### config.mk
export PLATFORM = sky130hd
export DESIGN_NAME = data_mem_arbiter
export DESIGN_NICKNAME = d
export VERILOG_FILES = /design/src/rtl/data_mem_arbiter_pkg.sv /design/src/rtl/data_mem_arbiter_mem_access_check.sv /design/src/rtl/data_mem_arbiter.sv
export SDC_FILE = /design/constraint.sdc
export NUM_CORES = 1
export LEC_CHECK = 0
export ABC_AREA = 1
export CAP_MARGIN = 20
export CORE_AREA = 2 2 118 120
export DETAILED_ROUTE_END_ITERATION = 8
export DIE_AREA = 0 0 120 122
export PLACE_DENSITY_LB_ADDON = 0.1
export SYNTH_ARGS = -nofsm -noshare
export SYNTH_HDL_FRONTEND = slang
export SYNTH_SLANG_ARGS = --single-unit
export TNS_END_PERCENT = 20
### constraint.sdc
create_clock -name Clock -period 3.2 [get_ports Clock]
set_clock_uncertainty 0.05 [all_clocks]
set_input_delay 0.64 -clock Clock [delete_from_list [all_inputs] [get_ports Clock]]
set_output_delay 0.64 -clock Clock [all_outputs]
set_load 0.01 [all_outputs]
### src/rtl/data_mem_arbiter_pkg.sv
// Shared constants and types for the data-memory arbiter: FSM encodings,
// port indices, bus widths and the default memory size.
package data_mem_arbiter_pkg;

  localparam int unsigned DATA_W = 32;
  localparam int unsigned ADDR_W = 32;
  localparam int unsigned DEFAULT_MEM_WORDS = 16384;

  localparam logic [1:0] IDLE  = 2'd0;
  localparam logic [1:0] ISSUE = 2'd1;
  localparam logic [1:0] RESP  = 2'd2;

  localparam logic PORT_CPU = 1'b0;
  localparam logic PORT_LD  = 1'b1;

  typedef struct packed {
    logic              we;
    logic [ADDR_W-1:0] addr;
    logic [DATA_W-1:0] wdata;
  } memReq_t;

endpackage

### src/rtl/data_mem_arbiter_mem_access_check.sv
// Combinational legality check of a byte address against word alignment
// and the data-memory size.
module mem_access_check
  import data_mem_arbiter_pkg::*;
#(
  parameter int unsigned MEM_WORDS = DEFAULT_MEM_WORDS
) (
  input  logic [ADDR_W-1:0] addr,
  output logic              misaligned,
  output logic              out_of_range
);

  // Limit is kept two bits wider so 4*MEM_WORDS cannot wrap.
  localparam logic [ADDR_W+1:0] LIMIT = {ADDR_W'(MEM_WORDS), 2'b00};

  assign misaligned   = |addr[1:0];
  assign out_of_range = ({2'b00, addr} >= LIMIT);

endmodule

### src/rtl/data_mem_arbiter.sv
// Round-robin arbiter sharing the single-port data memory between the CPU
// load/store stage and the UART loader, with registered memory-side outputs.
module data_mem_arbiter
  import data_mem_arbiter_pkg::*;
#(
  parameter int unsigned MEM_WORDS = DEFAULT_MEM_WORDS
) (
  input  logic              Clock,
  input  logic              Reset,
  input  logic              cpu_req,
  input  logic              cpu_we,
  input  logic [ADDR_W-1:0] cpu_addr,
  input  logic [DATA_W-1:0] cpu_wdata,
  output logic              cpu_ack,
  output logic              cpu_err,
  output logic [DATA_W-1:0] cpu_rdata,
  output logic              cpu_stall,
  input  logic              ld_req,
  input  logic              ld_we,
  input  logic [ADDR_W-1:0] ld_addr,
  input  logic [DATA_W-1:0] ld_wdata,
  output logic              ld_ack,
  output logic              ld_err,
  output logic [DATA_W-1:0] ld_rdata,
  output logic              MemWrite,
  output logic [ADDR_W-1:0] Address,
  output logic [DATA_W-1:0] WriteData,
  input  logic [DATA_W-1:0] ReadData
);

  logic [1:0] state, stateNext;
  logic       gnt, gntNext;
  logic       last, lastNext;
  logic       errPending, errPendingNext;
  logic       isRead, isReadNext;
  logic       cpuRdSel, cpuRdSelNext;
  logic       ldRdSel, ldRdSelNext;
  logic       memWriteNext;
  logic [ADDR_W-1:0] addressNext;
  logic [DATA_W-1:0] writeDataNext;
  logic       cpuAckNext, ldAckNext, cpuErrNext, ldErrNext;

  memReq_t cpuReq, ldReq, sel;
  logic    selPort, selValid;
  logic    misaligned, outOfRange;

  assign cpuReq = '{we: cpu_we, addr: cpu_addr, wdata: cpu_wdata};
  assign ldReq  = '{we: ld_we,  addr: ld_addr,  wdata: ld_wdata};

  // Candidate port: full arbitration in IDLE, only the non-owner in RESP.
  always_comb begin
    selPort  = PORT_CPU;
    selValid = 1'b0;
    if (state == IDLE) begin
      selValid = cpu_req | ld_req;
      if (cpu_req && ld_req) selPort = ~last;
      else                   selPort = cpu_req ? PORT_CPU : PORT_LD;
    end else if (state == RESP) begin
      selPort  = ~gnt;
      selValid = (gnt == PORT_CPU) ? ld_req : cpu_req;
    end
  end

  assign sel = (selPort == PORT_LD) ? ldReq : cpuReq;

  mem_access_check #(.MEM_WORDS(MEM_WORDS)) uCheck (
    .addr         (sel.addr),
    .misaligned   (misaligned),
    .out_of_range (outOfRange)
  );

  always_comb begin
    stateNext      = state;
    gntNext        = gnt;
    lastNext       = last;
    errPendingNext = errPending;
    isReadNext     = isRead;
    memWriteNext   = 1'b0;
    addressNext    = Address;
    writeDataNext  = WriteData;
    cpuAckNext     = 1'b0;
    ldAckNext      = 1'b0;
    cpuErrNext     = 1'b0;
    ldErrNext      = 1'b0;
    cpuRdSelNext   = 1'b0;
    ldRdSelNext    = 1'b0;
    case (state)
      IDLE, RESP: begin
        if (state == RESP) lastNext = gnt;
        stateNext = IDLE;
        if (selValid) begin
          stateNext      = ISSUE;
          gntNext        = selPort;
          errPendingNext = misaligned | outOfRange;
          isReadNext     = ~sel.we;
          if (!(misaligned | outOfRange)) begin
            addressNext   = sel.addr;
            writeDataNext = sel.wdata;
            memWriteNext  = sel.we;
          end
        end
      end
      ISSUE: begin
        // Ack/err registers rise with the RESP cycle; rdata follows ReadData.
        stateNext = RESP;
        if (gnt == PORT_CPU) begin
          cpuAckNext   = 1'b1;
          cpuErrNext   = errPending;
          cpuRdSelNext = isRead & ~errPending;
        end else begin
          ldAckNext   = 1'b1;
          ldErrNext   = errPending;
          ldRdSelNext = isRead & ~errPending;
        end
      end
      default: stateNext = IDLE;
    endcase
  end

  always_ff @(posedge Clock or posedge Reset) begin
    if (Reset) begin
      state      <= IDLE;
      gnt        <= PORT_CPU;
      last       <= PORT_LD;
      errPending <= 1'b0;
      isRead     <= 1'b0;
      cpuRdSel   <= 1'b0;
      ldRdSel    <= 1'b0;
      MemWrite   <= 1'b0;
      Address    <= '0;
      WriteData  <= '0;
      cpu_ack    <= 1'b0;
      ld_ack     <= 1'b0;
      cpu_err    <= 1'b0;
      ld_err     <= 1'b0;
    end else begin
      state      <= stateNext;
      gnt        <= gntNext;
      last       <= lastNext;
      errPending <= errPendingNext;
      isRead     <= isReadNext;
      cpuRdSel   <= cpuRdSelNext;
      ldRdSel    <= ldRdSelNext;
      MemWrite   <= memWriteNext;
      Address    <= addressNext;
      WriteData  <= writeDataNext;
      cpu_ack    <= cpuAckNext;
      ld_ack     <= ldAckNext;
      cpu_err    <= cpuErrNext;
      ld_err     <= ldErrNext;
    end
  end

  assign cpu_rdata = cpuRdSel ? ReadData : '0;
  assign ld_rdata  = ldRdSel  ? ReadData : '0;
  assign cpu_stall = cpu_req & ~cpu_ack;

endmodule

==> results of run 1 <==
-- kinds of logic after synthesis --
group | synth area share (%)
multiplexers | 11.6
flip-flops | 42.2
buffers and inverters | 12.9
AO/OA/AOI/OAI | 0.931
AND/OR/NAND/NOR | 32.4
-- final cells by class --
cell class / instances / area (um^2) / share of cell area (%)
clock buffer: 11 / 233 / 2.92
clock inverter: 5 / 60.1 / 0.753
inverter: 101 / 380 / 4.77
multi-input combinational: 403 / 2060 / 25.8
sequential: 77 / 1930 / 24.2
tap: 180 / 225 / 2.82
timing repair buffer: 308 / 3090 / 38.7
-- through the flow --
stage                     setup slack (ns)  area [um^2]
after CTS                            0.531         7970
after detailed placement             0.324         7680
after floorplan                      0.545         4570
final                                0.550         7970
after global routing                 0.275         7970
after global placement               0.372         7680
-- power by group through the flow --
stage	clock [uW]	combinational [uW]	sequential, uW
4_1_cts	1030	1480	1080
5_1_grt	1070	1620	1090
3_5_place_dp	0	1480	1100
6_report	997	1480	1080
3_3_place_gp	0	1460	1100
2_1_floorplan	0	1040	1100
-- metal layers --
layer / up-vias / part of all wire, % / track usage (%)
met5: - / 0 / 0
met4: 0 / 2.4 / 8.09
met3: 25 / 9.2 / 5.90
met2: 223 / 51 / 36.0
met1: 2194 / 38 / 21.6
li1: 2438 / - / -
-- worst min path at each step --
stage	from	end	slack, ns	cells past startpoint
3_3_place_gp	WriteData[8]$_DFFE_PP0P_	WriteData[8]$_DFFE_PP0P_	0.40	2
6_report	WriteData[3]$_DFFE_PP0P_	WriteData[3]$_DFFE_PP0P_	0.42	2
5_1_grt	Address[9]$_DFFE_PP0P_	Address[9]$_DFFE_PP0P_	0.44	2
4_1_cts	Address[3]$_DFFE_PP0P_	Address[3]$_DFFE_PP0P_	0.42	2
3_5_place_dp	Address[3]$_DFFE_PP0P_	Address[3]$_DFFE_PP0P_	0.41	2
2_1_floorplan	isRead$_DFFE_PP0P_	isRead$_DFFE_PP0P_	0.40	2
-- flip-flops by register name, summed over array words and instances, names as in the netlist --
register,cells
state,2
cpu_ack,1
last,1
cpuRdSel,1
WriteData,32
ld_ack,1
cpu_err,1
ldRdSel,1
errPending,1
isRead,1
MemWrite,1
ld_err,1
gnt,1
Address,32
-- cell usage in the layout (no fill, tap or decap), drive strengths merged --
cell,n
nor3,4
inv,101
clkinvlp,1
or2,1
dfrtp,76
nor2,46
a21oi,4
clkbuf,11
dfstp,1
buf,9
a31oi,1
mux2,46
o21ai,1
nand4,2
nand2,222
mux2i,1
bufinv,1
clkinv,3
nand3b,7
nand3,68
clkdlybuf4s50,299
-- worst reg2reg max path, cell delays in order, from the launching register on --
cell and delay (ns):
dfrtp_1 0.46, a21oi_4 0.58, nand2_4 0.31, nand2_1 0.13, nand2_1 0.08, nor2_1 0.12
nand2_1 0.09, nor2_4 0.13, buf_4 0.39, nand3_1 0.17, nand2_1 0.10
==> flow_summary.ini, run 1 <==
[sta]
timing_hold_violations_final = 0
fmax_mhz = 377
hold_ws_ns = 0.418
fin_crit_sh_pct = 82.8
maxSlewViolCount = 0
rsz0062_at_grt = false
maxSlewHeadroom_pct = 56.4
finalSetupTns_ns = 0
tightestPinTransition_ns = 0.653
post-route-min-period_ns = 2.65
setup_violations = 0

[clock_tree]
htree_levels = 3
cts_buffers = 9
cts_resized = 0
clk_path_buf_depth = 2
clkTransAtPathRegs_ns = 0.06
hold_buffers = 0
cts.sinks = 77
cts_setup_buffers = 0
cts-root-buf = clkbuf_16
insertion_delay_ns = 0.33
cts_tree = yes

[pwr]
pwr_density_cell_mw_per_mm2 = 446
swShare_pct = 34.0
p_total_uw = 3550
clkPwrFrac_pct = 28.0
power_frac_seq_pct = 30.5
power.internal_uw = 2350
p_leak_uw = 0.00414
peakVddDrop_mv = 0.217
pwr-share-comb_pct = 41.5
power_switching_uw = 1210

[worst_setup_path]
cpMostUsedCell = nand2_1
crit_chain = a21oi_4, nand2_4, nand2_1, nand2_1, nor2_1, nand2_1, nor2_4, buf_4, nand3_1, nand2_1
critPathMaxFanout = 38
worst_path_largest_cell_delay_ns = 0.58
cp.depth = 10
start_kind = flop
rr_endpoint = Address[15]$_DFFE_PP0P_
end_kind = flop
crit_path_start = state[1]$_DFF_PP0_
timing.rr.start = state[1]$_DFF_PP0_
r2r_cells = 10
crit_buf_inv = 1
crit_family = simple AND/OR/NAND/NOR gates
worstSetupPathType = reg2reg
required_ns = 3.42
reg2reg_setup_slack_ns = 0.55
critPathSlowestCell = a21oi_4
worstPathArrival_ns = 2.87
setup.worst_path.end = Address[15]$_DFFE_PP0P_

[synth]
synth_top_area_cell = dfrtp_1
synth_cell_types = 26
netlist_area_mm2 = 0.00457
ys_ff_latch = 77
syn_nets = 779
synth_common_cells = nand2_1, inv_1, dfrtp_1
synth_top_area_share_pct = 41.6
avgSynthCellArea_um2 = 7.45
ys_top_cells_by_area = dfrtp_1, nand2_1, mux2_2, inv_1, nand3_1
yosysSeqAreaShare_pct = 42.2
synthFlopType = dfrtp_1
synth-edff-count = 0
ys_async_sr_fraction_pct = 100
yosysMostFrequentCell = nand2_1
yosys_warnings = 0
syn_inst = 613

[grt]
antenna_found_initial = 0
grt_max_degree = 78
grt_overflow = 0
grtUsageTotal_pct = 19.9
grt_pass1_vias = 4619
grt_pass1_wl_um = 22900

[detailed_routing]
post_drt_wl_per_cell_um = 13.8
vias_per_cell = 4.50
wirelength_um = 15000
dr.pass1.iters = 6
ant_nets = 0
vias = 4880
drc = 0
drt-initial-drc-count = 232

[status]
outcome = complete, no violations

[floorplanning]
core_area_mm2 = 0.0135
rows = 43
dieArea_mm2 = 0.0146
io_pins = 300
die_w_um = 120
initial_core_util_pct = 33.8
die_y_um = 122

[finish]
n_fill_cell = 1230
antennaDiodeCount = 0
layout-drive-gt1-share_pct = 9.06
fin_cells = 1085
utilization_pct = 59.0
num-nets-final = 1066
synthToLayoutAreaGrowth_pct = 74.6

[place]
port-buffer-count = 299
dp_cells = 1069
hpwl_um = 11600
globalplace.congestion = 0.855

[run]
cap_viol_max_count = 0

[worst_hold_path]
hold_class = reg2reg
No activity file was read; power rests on OpenSTA's default activity.
==> run 2, diff against run 1 <==
==> constraint.sdc (replaced) <==
create_clock -name Clock -period 2.5 [get_ports Clock]
set_clock_uncertainty 0.05 [all_clocks]
set_input_delay 0.5 -clock Clock [delete_from_list [all_inputs] [get_ports Clock]]
set_output_delay 0.5 -clock Clock [all_outputs]
set_load 0.01 [all_outputs]
==> run 2 against run 1 <==
Routed wire length fell by 2.7%. Core utilization rose by 1.1 points. Via count fell by 0.84%. Critical path depth fell by 5. Power rose by 33%. Clock power rose by 35%. Worst setup slack got worse by 0.43 ns. Largest cell class unchanged. Highest routed layer unchanged.
==> flow_summary.ini, run 2 (synthesis results as in run 1) <==
[detailed_routing]
post_drt_wl_per_cell_um = 13.4
wirelength_um = 14600
vias_per_cell = 4.44
ant_nets = 0
drc = 0
vias = 4839
drt-initial-drc-count = 169
dr.pass1.iters = 4

[grt]
grt_max_degree = 78
grtUsageTotal_pct = 19.6
grt_pass1_vias = 4793
grt_pass1_wl_um = 22800
antenna_found_initial = 0
grt_overflow = 0

[clock_tree]
clk_path_buf_depth = 2
cts_tree = yes
hold_buffers = 0
insertion_delay_ns = 0.32
cts.sinks = 77
htree_levels = 3
cts_buffers = 9
cts-root-buf = clkbuf_16
cts_setup_buffers = 0
cts_resized = 0
clkTransAtPathRegs_ns = 0.06

[pwr]
power_switching_uw = 1530
power_frac_seq_pct = 29.3
clkPwrFrac_pct = 28.6
p_total_uw = 4730
p_leak_uw = 0.00420
swShare_pct = 32.4
pwr_density_cell_mw_per_mm2 = 583
power.internal_uw = 3200
peakVddDrop_mv = 0.396
pwr-share-comb_pct = 42.1

[finish]
fin_cells = 1091
top_regs = Address x32, WriteData x32, state x2
n_fill_cell = 1211
antennaDiodeCount = 0
design_area_mm2 = 0.00812
layout_common_cells = clkdlybuf4s50_1, nand2_1, inv_1, dfrtp_1, nand3_1
layout-drive-gt1-share_pct = 9.66
layout_commonest_cell = clkdlybuf4s50_1
synthToLayoutAreaGrowth_pct = 77.8
num-nets-final = 1072

[worst_setup_path]
critPathMaxFanout = 2
end_kind = output port
timing.rr.start = last$_DFFE_PP1P_
worstSetupPathType = in2out
worstPathArrival_ns = 1.83
reg2reg_setup_slack_ns = 0.38
crit_path_start = cpu_req
required_ns = 1.95
start_kind = input pin

[sta]
setup_violations = 0
rsz0062_at_grt = false
fmax_mhz = 421
post-route-min-period_ns = 2.38
worst_slack_ns = 0.122
tightestPinTransition_ns = 0.407
maxSlewHeadroom_pct = 72.9
maxSlewViolCount = 0
timing_hold_violations_final = 0
fin_crit_sh_pct = 95.1

[floorplanning]
rows = 43
initial_core_util_pct = 33.8
die_y_um = 122
io_pins = 300
core_area_mm2 = 0.0135
die_w_um = 120
dieArea_mm2 = 0.0146

[place]
post-place-ws_ns = -0.0533
hpwl_um = 11600
globalplace.congestion = 0.865
port-buffer-count = 299
placedInstanceArea_mm2 = 0.00780
dp_cells = 1075

[worst_hold_path]
holdCritStartpoint = Address[8]$_DFFE_PP0P_
hold_class = reg2reg

[status]
outcome = complete, no violations

[run]
cap_viol_max_count = 0
run 2: cell types whose count changed in the layout (fill, tap and decap cells not counted), sizes merged:
cell / previous run / this run
bufinv: 1 / 2
clkinv: 3 / 2
clkinvlp: 1 / 2
inv: 101 / 100
buf: 9 / 15
run 2: worst paths after layout:
kind / cells past startpoint / end
max: 5 / cpu_stall
min: 2 / Address[8]$_DFFE_PP0P_
max reg2reg: 14 / WriteData[18]$_DFFE_PP0P_
min reg2reg: 2 / Address[8]$_DFFE_PP0P_
max in group asynchronous: 3 / WriteData[4]$_DFFE_PP0P_
min in group asynchronous: 3 / Address[0]$_DFFE_PP0P_
run 2: layer usage:
layer  wire length [um]  global-route usage (%)  vias to the layer above
met5                  0                       0                        -
met1               5440                    20.6                     2174
met2               7520                    36.3                      191
li1                   -                       -                     2453
met4                324                    7.72                        0
met3               1290                    6.09                       21
run 2: cell type report:
type / count / area, um^2 / share of cell area [%]
inverters: 101 / 383 / 4.71
multi-input cells: 403 / 2060 / 25.4
repair buffers: 314 / 3210 / 39.5
clock inverters: 5 / 85.1 / 1.05
flip-flops and latches: 77 / 1930 / 23.7
well taps: 180 / 225 / 2.77
clock buffers: 11 / 233 / 2.87
run 2: power groups by stage:
| stage | Sequential [uW] | Clock, uW | Combinational (uW) |
|---|---|---|---|
| detailed placement | 1410 | 0 | 2000 |
| global route | 1400 | 1440 | 2180 |
| CTS | 1390 | 1400 | 2020 |
| global placement | 1410 | 0 | 1980 |
| finish | 1390 | 1350 | 1990 |
| floorplan | 1410 | 0 | 1330 |
run 2: worst max-delay path: stages:
cell and delay (ns):
clkdlybuf4s50_1 0.53, buf_4 0.13, inv_1 0.03, nor2_1 0.08, clkdlybuf4s50_1 0.55
run 2: through the flow:
step / setup TNS, ns / hold slack (ns) / utilization [%]
finish: 0 / 0.417 / 60.1
global route: 0 / 0.436 / 60.1
CTS: 0 / 0.422 / 60.1
detailed placement: -1.36 / 0.407 / 57.8
global placement: -0.0217 / 0.403 / 57.8
floorplan: 0 / 0.399 / -
==> run 3, diff against run 2 <==
--- a/config.mk
+++ b/config.mk
@@ -11,6 +11,7 @@
 export DETAILED_ROUTE_END_ITERATION = 8
 export DIE_AREA = 0 0 120 122
 export PLACE_DENSITY_LB_ADDON = 0.1
+export SLEW_MARGIN = 20
 export SYNTH_ARGS = -nofsm -noshare
 export SYNTH_HDL_FRONTEND = slang
 export SYNTH_SLANG_ARGS = --single-unit
==> results of run 3 <==
Same layout as run 2: the final DEF is identical, and so are final timing and power.
==> patch 1, RTL diff (settings of run 2) <==
Put one more register stage on the output `ld_err`, without a reset. The value now appears one clock later. The other outputs are not delayed to match.
--- a/src/rtl/data_mem_arbiter.sv
+++ b/src/rtl/data_mem_arbiter.sv
@@ -29,2 +29,4 @@
 );
+
+  logic ld_err_s0;
 
@@ -134,3 +136,3 @@
       cpu_err    <= 1'b0;
-      ld_err     <= 1'b0;
+      ld_err_s0  <= 1'b0;
     end else begin
@@ -149,3 +151,3 @@
       cpu_err    <= cpuErrNext;
-      ld_err     <= ldErrNext;
+      ld_err_s0  <= ldErrNext;
     end
@@ -157,2 +159,6 @@
 
+  always_ff @(posedge Clock) begin
+    ld_err <= ld_err_s0;
+  end
+
 endmodule
Check against the original RTL: not equivalent (Yosys sat finds a counterexample within 4 cycles, from zero or initial values and one cycle with Reset high).
==> patch 1 against run 2 <==
Cell area decreased by 0.20%. Core utilization decreased by 0.12 points. Global-route usage increased by 0.73 points. Power decreased by 3.0%. Area after synthesis increased by 0.44%. Routed wire length increased by 3.2%. Sequential cell count increased by 1. Worst setup slack got worse by 0.020 ns. Combinational power decreased by 2%. Largest power group unchanged.
==> patch 1: results (changes against run 2) <==
worst r2r path cells=11 (was 14); met2 wire length=7.945 mm (was 7.515 mm); gr usage total=20.31% (was 19.58%); Fillers=1241 (was 1211); ranking of synthesized cells by area=dfrtp_1, nand2_1, mux2_2 (unchanged); clk sinks=78 (was 77); Clock power frac=26.8% (was 28.6%); Tmin final=2.397 ns (was 2.378 ns); Peak VDD IR=0.2864 mV (was 0.3965 mV); fin nets=1074 (was 1072); Synth Area in Compound Gates=0.9274% (was 0.9315%); Worst Hold Path Cells=0 (was 2); 1st-iter DRT viols=207 (was 169); Net Count, Synth=780 (was 779); Placer Congestion=0.8091 (was 0.8652); Routed met3 length=1.239 mm (was 1.291 mm); number of clock buffers in the layout=12 (was 11); Clock buf/inv share=3.536% (was 3.914%); Hold Crit Endpoint=ld_err (was Address[8]); Wirelength per Cell=13.76 µm (was 13.35 µm); worst reg2reg path endpoint=WriteData[2] (was WriteData[18]); Synth async-reset ratio=98.72% (was 100.0%); multi-input combinational area share=25.43% (was 25.38%); Cell Int Power=3.041 mW (was 3.197 mW); Seq area share=24.04% (was 23.74%); run status=finished, final reports clean (unchanged); Detailed Place HPWL=11.91 mm (was 11.56 mm); min-delay src=ld_err_s0 (was Address[8]); Worst Path Arrival=1.85 ns (was 1.83 ns); met2 usage=38.32% (was 36.29%); Hold Slack=0.2937 ns (was 0.4175 ns); r2r startpoint=state[1] (was last); setup slack, reg-to-reg=0.34 ns (was 0.38 ns); via count=4867 (was 4839); Ys Warns=0 (unchanged); Worst-Margin Slew=0.4034 ns (was 0.4071 ns); top fanout value on the critical path=2 (unchanged); non-clk buf share=39.49% (was 39.48%); met3 Use GR=5.805% (was 6.086%); register area share after synthesis=42.47% (was 42.22%); post-synthesis mux area share=11.51% (was 11.56%); met1 Use GR=21.70% (was 20.61%); ratio of cells with drive above 1 in the final layout=9.858% (was 9.660%); sequential share of power=30.7% (was 29.3%)
[patch 1: cell types whose count changed in the layout (fill, tap and decap cells not counted), sizes merged]
| cell | run 2 | this run |
|---|---|---|
| bufinv | 2 | 0 |
| inv | 100 | 101 |
| clkbuf | 11 | 12 |
| buf | 15 | 16 |
| dfxtp | 0 | 1 |
[patch 1: cell families after synthesis]
logic type / Yosys count
compound gates: 6
flops: 78
mux: 47
simple gates: 350
buf+inv: 133
[patch 1: through the flow]
stage | std cells | total power, mW | cell area, µm² | TNS [ns]
after detailed placement | 1077 | 3.395 | 7818 | -0.04046
after CTS | 1093 | 4.649 | 8104 | 0
after global placement | 1077 | 3.364 | 7818 | 0
after floorplan | 614 | 2.767 | 4591 | 0
final | 1093 | 4.588 | 8104 | 0
after global routing | 1093 | 4.878 | 8104 | 0
[patch 1: worst max-delay path, delay by kind of cell]
family        cells  cell delay [ns]
buf+inv           4             1.26
simple gates      1             0.09
==> patch 2, RTL diff (settings of run 2) <==
Made on the original files. Set the package constant `ADDR_W` to 48 (it was 32).
--- a/src/rtl/data_mem_arbiter_pkg.sv
+++ b/src/rtl/data_mem_arbiter_pkg.sv
@@ -5,3 +5,3 @@
   localparam int unsigned DATA_W = 32;
-  localparam int unsigned ADDR_W = 32;
+  localparam int unsigned ADDR_W = 48;
   localparam int unsigned DEFAULT_MEM_WORDS = 16384;
Interface: changed (resized Address, cpu_addr and ld_addr); port bits go from 300 to 348. The function was not compared with the original's and may differ.
==> patch 2 against run 2 <==
Power grew 11%. Area after synthesis grew 19%. Non-clock buffer count grew 66. Worst hold slack lost 0.0011 ns. Worst setup slack gained 0.10 ns. Cell area grew 17%. Routed wire length grew 27%. Sequential cell count grew 16. Critical endpoint is now WriteData[28]. Highest routed layer unchanged.
==> patch 2: results (changes against run 2) <==
I/O Buffers=347 (was 299); Worst Path Arrival=2.45 ns (was 1.83 ns); post-DR vias/cell=4.467 (was 4.435); Hold Crit Endpoint=Address[23] (was Address[8]); ratio of cells with drive above 1 in the final layout=5.974% (was 9.660%); met1 WL=7.093 mm (was 5.439 mm); top fanout value on the critical path=21 (was 2); Seq area share=24.55% (was 23.74%); min-delay src=Address[23] (was Address[8]); gr usage total=24.95% (was 19.58%); fin nets=1348 (was 1072); Worst Setup EP=WriteData[28] (was cpu_stall); Worst-Margin Slew=0.5587 ns (was 0.4071 ns); clock slew at the register clock pins of the worst setup and hold paths=0.07 ns; Detailed Place HPWL=14.94 mm (was 11.56 mm); Net Count, Synth=1004 (was 779); run status=finished, final reports clean (unchanged); Top delay family on crit path=buffers and inverters (unchanged); CTS-repair resized insts=0 (unchanged); Largest regs=Address: 48 flops, WriteData: 32 flops, state: 2 flops (was Address: 32 flops, WriteData: 32 flops, state: 2 flops); Non-clock buffers=380 (was 314); CP max stage delay=0.52 ns (was 0.55 ns); Seq cells=93 (was 77); Placer Congestion=0.8577 (was 0.8652); Worst Setup SP=cpu_req (unchanged); worst-case clock buffer depth=2 (unchanged); dpl cell area=9186 µm² (was 7802 µm²); 1st-iter DRT viols=269 (was 169); ranking of synthesized cells by area=dfrtp_1, nand2_1, inv_1 (was dfrtp_1, nand2_1, mux2_2); non-clk buf share=40.55% (was 39.48%); Fillers=1147 (was 1211); worst r2r path cells=15 (was 14); met2 usage=45.81% (was 36.29%); Logic inverters=136 (was 101); r2r startpoint=last (unchanged); Wirelength per Cell=13.88 µm (was 13.35 µm); met3 Use GR=7.022% (was 6.086%); top cells by count, synth=nand2_1, inv_1, dfrtp_1, nand4_1, nand3b_1 (was nand2_1, inv_1, dfrtp_1, nand3_1, mux2_2); register area share after synthesis=42.70% (was 42.22%); vias in the first global route=5606 (was 4793); largest net degree at the start of global routing=53 (was 78); leakage=5.282 nW (was 4.196 nW); first-pass GRT wire length=28.60 mm (was 22.82 mm); Clock buf/inv share=3.140% (was 3.914%); setup slack, reg-to-reg=0.31 ns (was 0.38 ns); Peak VDD IR=0.4970 mV (was 0.3965 mV); insertion delay to the later sink of the worst-skew pair=0.34 ns (was 0.32 ns); Routed met3 length=1.411 mm (was 1.291 mm)
patch 2: cell types whose count changed after synthesis, sizes merged:
cell and delta:
nand2 +203, nand4 +45, o21ai +6, or2 -1
clkbuf +1, nand3 -65, inv +35, mux2 -46
nand3b +13, buf +14, nor2 -26, a21oi -2
dfrtp +16
patch 2: power breakdown:
part / switching (mW) / internal, mW
Combinational: 1.31 / 0.949
Sequential: 0.0533 / 1.57
Clock: 0.635 / 0.706
patch 2: per-stage QoR:
step	worst slack (ns)	setup TNS, ns	util (%)	cells	hold WS [ns]
CTS	0.1989	0	70.23	1335	0.4209
global route	0.04142	0	70.23	1335	0.4363
detailed placement	-0.1278	-6.921	68.03	1319	0.4012
global placement	-0.07128	-4.023	68.03	1319	0.3983
finish	0.2227	0	70.23	1335	0.4164
floorplan	0.5456	0	-	806	0.3992
patch 2: cell families after synthesis:
kind of cell / synth area share, %
compound gates: 1.147
buf+inv: 15.63
simple gates: 40.34
mux: 0.1836
flops: 42.70
